File: src/rtl/sram_bist_pkg.sv
// Shared types and March C- element tables for the SRAM BIST sequencer.
// Table bit index = element number (M0 in bit 0).
package sram_bist_pkg;

    typedef enum logic [2:0] {M0, M1, M2, M3, M4, M5} march_elem_e;
    typedef enum logic {OP_RD, OP_WR} op_e;
    typedef enum logic [1:0] {IDLE, RUN, DRAIN, DONE} state_e;

    localparam march_elem_e MARCH_LAST_ELEM = M5;

    localparam logic [5:0] ELEM_DOWN   = 6'b011000;
    localparam logic [5:0] ELEM_HAS_RD = 6'b111110;
    localparam logic [5:0] ELEM_HAS_WR = 6'b011111;
    localparam logic [5:0] ELEM_RD_VAL = 6'b010100;
    localparam logic [5:0] ELEM_WR_VAL = 6'b001010;

    function automatic march_elem_e next_elem(input march_elem_e e);
        return (e == MARCH_LAST_ELEM) ? e : march_elem_e'(e + 3'd1);
    endfunction

endpackage

File: src/rtl/sram_bist_cmp.sv
// Read-compare stage: one-cycle pipelined expected data, sticky fail, saturating count.
// First-miscompare diagnostics are built only when BIST_DIAG_EN is defined.
module sram_bist_cmp
    import sram_bist_pkg::*;
#(
    parameter int unsigned P_DATA_WIDTH = 64,
    parameter int unsigned P_ADDR_WIDTH = 11
)(
    input  logic                    clk_i,
    input  logic                    rst_i,
    input  logic                    clr_i,
    input  logic                    rd_valid_i,
    input  logic [P_DATA_WIDTH-1:0] exp_i,
    input  logic [P_ADDR_WIDTH-1:0] addr_i,
    input  march_elem_e             elem_i,
    input  logic [P_DATA_WIDTH-1:0] dout_i,
    output logic                    fail_o,
    output logic [15:0]             fail_cnt_o,
    output logic [P_ADDR_WIDTH-1:0] first_fail_addr_o,
    output logic [2:0]              first_fail_elem_o,
    output logic [P_DATA_WIDTH-1:0] first_fail_syn_o
);

    logic                    valid_q;
    logic [P_DATA_WIDTH-1:0] exp_q;
    logic                    fail_q;
    logic [15:0]             cnt_q;
    logic                    miscmp;

    assign miscmp = valid_q && (dout_i != exp_q);

    always_ff @(posedge clk_i) begin
        if (rst_i || clr_i) begin
            valid_q <= 1'b0;
            exp_q   <= '0;
            fail_q  <= 1'b0;
            cnt_q   <= '0;
        end else begin
            valid_q <= rd_valid_i;
            if (rd_valid_i) exp_q <= exp_i;
            if (miscmp) begin
                fail_q <= 1'b1;
                if (cnt_q != 16'hFFFF) cnt_q <= cnt_q + 16'd1;
            end
        end
    end

    assign fail_o     = fail_q;
    assign fail_cnt_o = cnt_q;

`ifdef BIST_DIAG_EN
    logic [P_ADDR_WIDTH-1:0] addr_q, ff_addr_q;
    logic [2:0]              elem_q, ff_elem_q;
    logic [P_DATA_WIDTH-1:0] ff_syn_q;

    always_ff @(posedge clk_i) begin
        if (rst_i || clr_i) begin
            addr_q    <= '0;
            elem_q    <= '0;
            ff_addr_q <= '0;
            ff_elem_q <= '0;
            ff_syn_q  <= '0;
        end else begin
            if (rd_valid_i) begin
                addr_q <= addr_i;
                elem_q <= elem_i;
            end
            // fail_q still low means this is the first miscompare of the run
            if (miscmp && !fail_q) begin
                ff_addr_q <= addr_q;
                ff_elem_q <= elem_q;
                ff_syn_q  <= dout_i ^ exp_q;
            end
        end
    end

    assign first_fail_addr_o = ff_addr_q;
    assign first_fail_elem_o = ff_elem_q;
    assign first_fail_syn_o  = ff_syn_q;
`else
    logic diag_unused;
    assign diag_unused       = ^{addr_i, elem_i};
    assign first_fail_addr_o = '0;
    assign first_fail_elem_o = '0;
    assign first_fail_syn_o  = '0;
`endif

endmodule

File: src/rtl/sram_bist_march_ctrl.sv
// March C- BIST sequencer driving the macro A_BIST_* port group; one access per cycle.
// Optional first-fail diagnostics in sram_bist_cmp under macro BIST_DIAG_EN.
module sram_bist_march_ctrl
    import sram_bist_pkg::*;
#(
    parameter int unsigned           P_DATA_WIDTH = 64,
    parameter int unsigned           P_ADDR_WIDTH = 11,
    parameter int unsigned           DEPTH        = 2048,
    parameter logic [P_DATA_WIDTH-1:0] P_BG       = '0
)(
    input  logic                    CLK,
    input  logic                    RST,
    input  logic                    start,
    output logic                    busy,
    output logic                    done,
    output logic                    fail,
    output logic [15:0]             fail_cnt,
    output logic [P_ADDR_WIDTH-1:0] first_fail_addr,
    output logic [2:0]              first_fail_elem,
    output logic [P_DATA_WIDTH-1:0] first_fail_syn,
    output logic                    A_BIST_EN,
    output logic                    A_BIST_MEN,
    output logic                    A_BIST_WEN,
    output logic                    A_BIST_REN,
    output logic [P_ADDR_WIDTH-1:0] A_BIST_ADDR,
    output logic [P_DATA_WIDTH-1:0] A_BIST_DIN,
    output logic [P_DATA_WIDTH-1:0] A_BIST_BM,
    input  logic [P_DATA_WIDTH-1:0] A_DOUT
);

    localparam logic [P_ADDR_WIDTH-1:0] LAST_ADDR = P_ADDR_WIDTH'(DEPTH - 1);

    state_e                  state_q, state_d;
    march_elem_e             elem_q, elem_d, elem_nx;
    logic [P_ADDR_WIDTH-1:0] addr_q, addr_d;
    logic                    phase_q, phase_d;

    logic accept, running, down, addr_end, op_done, elem_end, last_op;
    op_e  cur_op;

    assign accept   = start && (state_q == IDLE || state_q == DONE);
    assign running  = (state_q == RUN);
    assign down     = ELEM_DOWN[elem_q];
    assign cur_op   = (ELEM_HAS_RD[elem_q] && !phase_q) ? OP_RD : OP_WR;
    // the address is finished after its write, or after the read in read-only elements
    assign op_done  = (cur_op == OP_WR) || !ELEM_HAS_WR[elem_q];
    assign addr_end = down ? (addr_q == '0) : (addr_q == LAST_ADDR);
    assign elem_end = op_done && addr_end;
    assign last_op  = running && elem_end && (elem_q == MARCH_LAST_ELEM);
    assign elem_nx  = next_elem(elem_q);

    always_ff @(posedge CLK) begin
        if (RST) begin
            state_q <= IDLE;
            elem_q  <= M0;
            addr_q  <= '0;
            phase_q <= 1'b0;
        end else begin
            state_q <= state_d;
            elem_q  <= elem_d;
            addr_q  <= addr_d;
            phase_q <= phase_d;
        end
    end

    always_comb begin
        state_d = state_q;
        unique case (state_q)
            IDLE:    if (accept) state_d = RUN;
            RUN:     if (last_op) state_d = DRAIN;
            DRAIN:   state_d = DONE;
            DONE:    if (accept) state_d = RUN;
            default: state_d = IDLE;
        endcase
    end

    always_comb begin
        elem_d  = elem_q;
        addr_d  = addr_q;
        phase_d = phase_q;
        if (accept) begin
            elem_d  = M0;
            addr_d  = '0;
            phase_d = 1'b0;
        end else if (running) begin
            if (!op_done) begin
                phase_d = 1'b1;
            end else begin
                phase_d = 1'b0;
                if (elem_end) begin
                    elem_d = elem_nx;
                    addr_d = ELEM_DOWN[elem_nx] ? LAST_ADDR : '0;
                end else begin
                    addr_d = down ? addr_q - 1'b1 : addr_q + 1'b1;
                end
            end
        end
    end

    always_comb begin
        busy        = (state_q == RUN) || (state_q == DRAIN);
        done        = (state_q == DONE);
        A_BIST_EN   = busy;
        A_BIST_MEN  = running;
        A_BIST_REN  = running && (cur_op == OP_RD);
        A_BIST_WEN  = running && (cur_op == OP_WR);
        A_BIST_ADDR = running ? addr_q : '0;
        A_BIST_BM   = A_BIST_WEN ? '1 : '0;
        A_BIST_DIN  = '0;
        if (A_BIST_WEN) A_BIST_DIN = ELEM_WR_VAL[elem_q] ? ~P_BG : P_BG;
    end

    sram_bist_cmp #(
        .P_DATA_WIDTH (P_DATA_WIDTH),
        .P_ADDR_WIDTH (P_ADDR_WIDTH)
    ) u_cmp (
        .clk_i             (CLK),
        .rst_i             (RST),
        .clr_i             (accept),
        .rd_valid_i        (A_BIST_REN),
        .exp_i             (ELEM_RD_VAL[elem_q] ? ~P_BG : P_BG),
        .addr_i            (addr_q),
        .elem_i            (elem_q),
        .dout_i            (A_DOUT),
        .fail_o            (fail),
        .fail_cnt_o        (fail_cnt),
        .first_fail_addr_o (first_fail_addr),
        .first_fail_elem_o (first_fail_elem),
        .first_fail_syn_o  (first_fail_syn)
    );

endmodule
File: config.mk
export PLATFORM = sky130hd
export DESIGN_NAME = sram_bist_march_ctrl
export DESIGN_NICKNAME = d
export VERILOG_FILES = /design/src/rtl/sram_bist_pkg.sv /design/src/rtl/sram_bist_cmp.sv /design/src/rtl/sram_bist_march_ctrl.sv
export SDC_FILE = /design/constraint.sdc
export NUM_CORES = 1
export LEC_CHECK = 0
export ABC_AREA = 1
export ABC_CLOCK_PERIOD_IN_PS = 7800
export CAP_MARGIN = 20
export CELL_PAD_IN_SITES_DETAIL_PLACEMENT = 0
export CELL_PAD_IN_SITES_GLOBAL_PLACEMENT = 2
export CORE_AREA = 3 3 181 183
export CTS_CLUSTER_SIZE = 25
export DETAILED_ROUTE_END_ITERATION = 16
export DIE_AREA = 0 0 184 186
export PLACE_DENSITY = 0.86
export SYNTH_ARGS = -nofsm -noshare
export SYNTH_HDL_FRONTEND = slang
export SYNTH_HIERARCHICAL = 1
export SYNTH_SLANG_ARGS = --single-unit
export TNS_END_PERCENT = 50
File: constraint.sdc
create_clock -name CLK -period 7.8 [get_ports CLK]
set_input_delay 1.56 -clock CLK [delete_from_list [all_inputs] [get_ports CLK]]
set_output_delay 1.56 -clock CLK [all_outputs]
set_load 0.01 [all_outputs]
==> impl_metrics.tcl <==
set metrics [dict create \
    outcome "finished, final reports clean" \
    fillers 3502 \
    ys_ff_latch 104 \
    yosysTopAreaCellShare_pct 26.7 \
    place_congestion 0.810 \
    synth_area_per_cell_um2 6.36 \
    grt_pass1_vias 6060 \
    max_cap_violations 0 \
    tns_ps 0 \
    worstRegToRegCells 7 \
    clock-sinks 104 \
    ys_seq_area_share_pct 26.7 \
    worstSkewPairLatency_ps 360 \
    p_per_area_mw_per_mm2 193 \
    viasPerCell 3.89 \
    dieArea_mm2 0.0342 \
    finalCritPeriodShare_pct 58.3 \
    cp.arrival_ps 2990 \
    period_needed_ps 4550 \
    synth_area_mm2 0.00780 \
    grt_pass1_wl_um 31700 \
    start_util_pct 24.9 \
    hold_violations 0 \
    drt_wl_total_um 20300 \
    rsz0062_at_grt "false" \
    hpwl_um 14600 \
    r2r_start "state_q[0]" \
    coreArea_mm2 0.0314 \
    relSlewSlack_pct 30.1 \
    min-delay-start "u_cmp/exp_q[52]" \
    rr_endpoint "u_cmp/exp_q[45]" \
    cts_resized 0 \
    layout-drive-gt1-share_pct 6.31 \
    portBuffers 228 \
    antenna_found_initial 1 \
    crit_path_start "state_q[0]" \
    dr_wl_met2_um 9900 \
    setup-violations-final 0 \
    netlist_instances 1228 \
    die_w_um 184 \
    final_cells 1718 \
    firstDrtPassIters 4 \
    cts_tree "built" \
    critical_path_class "flop to output pin" \
    crit_required_ps 6240 \
    r2r_slack_ps 4830 \
    end_kind "output pin" \
    fmax_ghz 0.220 \
    final-max-slew-violation-count 0 \
    highest_layer "met5" \
    finClkSkew_ps 11.3 \
    synth_top_area_cell "dfxtp_1" \
    drt_iter0_drc 322 \
    p_leak_nw 4.24 \
    cts-root-buf "clkbuf_16" \
    synthToLayoutAreaGrowth_pct 22.3 \
    std_cell_rows 65 \
    cts_setup_buffers 0 \
    hold_depth 2 \
    startpoint_type "flop" \
    tightest_slew_ps 1050 \
    fin_area_mm2 0.00954 \
    io_pins 307 \
    grt_max_degree 115 \
    layout.nets 1394 \
    postLayoutCoreUtil_pct 30.4 \
    yosys-top-cells-area "dfxtp_1, buf_4, nand2_1" \
    ant_nets 0 \
    overflow 0 \
    grt.total_usage_pct 11.4 \
    post_drt_wl_per_cell_um 11.8 \
    place_area_mm2 0.00923 \
    cp_max_fo 64 \
    diodes 0 \
    numCtsBuffers 9 \
    vias 6677 \
    path_clk_slew_ps 70 \
    synth_cell_type_count 36 \
    htreeDepth 3 \
    min_to "u_cmp/exp_q[52]" \
    ctsLongestPathBuffers 2 \
    dp_cells 1700 \
    drc 0 \
    ys_warn_count 6 \
    route.met3.wl_um 809 \
    met1_length_um 9350 \
    hp-class "flop to flop" \
    holdBufCountCts 0 \
    ir_worst_vdd_v 0.000125 \
    die_height_um 186 \
]
## how the worst max path moves through the flow
stage          cells after the start  slack (ps)        endpoint
2_1_floorplan                      4        2980    A_BIST_BM[0]
3_3_place_gp                       5        3550   A_BIST_BM[52]
3_5_place_dp                       4        3370   A_BIST_BM[16]
4_1_cts                            4        2980   A_BIST_BM[16]
5_1_grt                            3        2950  A_BIST_DIN[36]
6_report                           3        3250  A_BIST_DIN[23]
## routing by layer
| metal | global-route usage (%) | vias to the layer above |
|---|---|---|
| met5 | 0 | - |
| met4 | 2.42 | 2 |
| met3 | 2.36 | 13 |
| met1 | 14.4 | 2924 |
| met2 | 20.1 | 107 |
| li1 | - | 3631 |
## flip-flops by register name, indices dropped and copies added (netlist names), named ones only
register	flops
elem_q	3
state_q	2
u_cmp/fail_o	1
phase_q	1
addr_q	11
u_cmp/exp_q	64
u_cmp/fail_cnt_o	16
u_cmp/valid_q	1
down	1
## per-stage QoR
step	setup WS, ps	power [mW]	hold WS, ps
finish	3250	1.84	463
global route	2950	1.96	495
CTS	2980	1.87	467
detailed placement	3370	1.39	456
global placement	3550	1.38	447
floorplan	2980	1.21	441
## layout make-up
type	count	area (um^2)	area share (%)
multi-input cells	774	3630	38.0
repair buffers	233	2340	24.5
flip-flops and latches	104	2080	21.8
inverters	189	709	7.43
well taps	402	503	5.27
clock buffers	9	225	2.36
clock inverters	7	60.1	0.629
## cells in the final DEF (no fill, tap or decap), types with 9 or more instances in the layout
cell,n
nor2_1,98
nand2_1,315
inv_1,171
nand3_1,42
inv_2,18
o21ai_0,66
ha_1,15
xor2_1,12
a21oi_1,75
nor2_2,11
a21oi_2,11
clkdlybuf4s50_1,228
conb_1,78
nand4_1,16
clkbuf_16,9
dfxtp_1,103
## report_power, final
part | total, mW | switching (mW) | leakage (nW) | internal, mW
Combinational | 0.797 | 0.404 | 3.25 | 0.393
Clock | 0.456 | 0.232 | 0.143 | 0.224
Sequential | 0.585 | 0.0321 | 0.840 | 0.553
Total | 1.84 | 0.668 | 4.24 | 1.17
## worst max-delay path, cell delays in order, from the launching register on
cell and delay (ps):
dfxtp_1 370, ha_1 610, and3_2 950, clkdlybuf4s50_1 710
## kinds of logic (layout without fill, tap and decap cells)
| logic type | after synthesis | count (layout) | share of synthesized area, % |
|---|---|---|---|
| buf+inv | 427 | 438 | 30.8 |
| fa+ha+maj | 16 | 16 | 2.66 |
| flops | 104 | 104 | 26.7 |
| xor+xnor | 15 | 15 | 1.68 |
| compound gates | 156 | 156 | 10.8 |
| other cells | 1 | 78 | 0.0480 |
| simple gates | 509 | 509 | 27.3 |
## cells in the mapped netlist
| master | n |
|---|---|
| or2_2 | 2 |
| a21oi_2 | 11 |
| nor2_1 | 101 |
| nand2_2 | 7 |
| and3_1 | 1 |
| o211ai_1 | 2 |
| nor3_2 | 1 |
| buf_1 | 1 |
| clkbuf_1 | 23 |
| nand3_2 | 1 |
| buf_6 | 3 |
| nand3_1 | 42 |
| nor3_1 | 5 |
| o31ai_4 | 1 |
| nor4_1 | 1 |
| nor2_4 | 2 |
| xor2_1 | 12 |
| conb_1 | 1 |
| nand2_1 | 315 |
| o21ai_0 | 66 |
| nand4_1 | 16 |
| fa_1 | 1 |
| buf_2 | 5 |
| buf_4 | 206 |
| a21oi_1 | 75 |
| o21bai_1 | 1 |
| and2_1 | 1 |
| nand3_4 | 1 |
| nand2_4 | 2 |
| nand4_2 | 1 |
| inv_1 | 172 |
| nor2_2 | 10 |
| inv_2 | 17 |
| xnor2_1 | 3 |
| ha_1 | 15 |
| dfxtp_1 | 104 |
No activity file was read; power rests on OpenSTA's default activity.
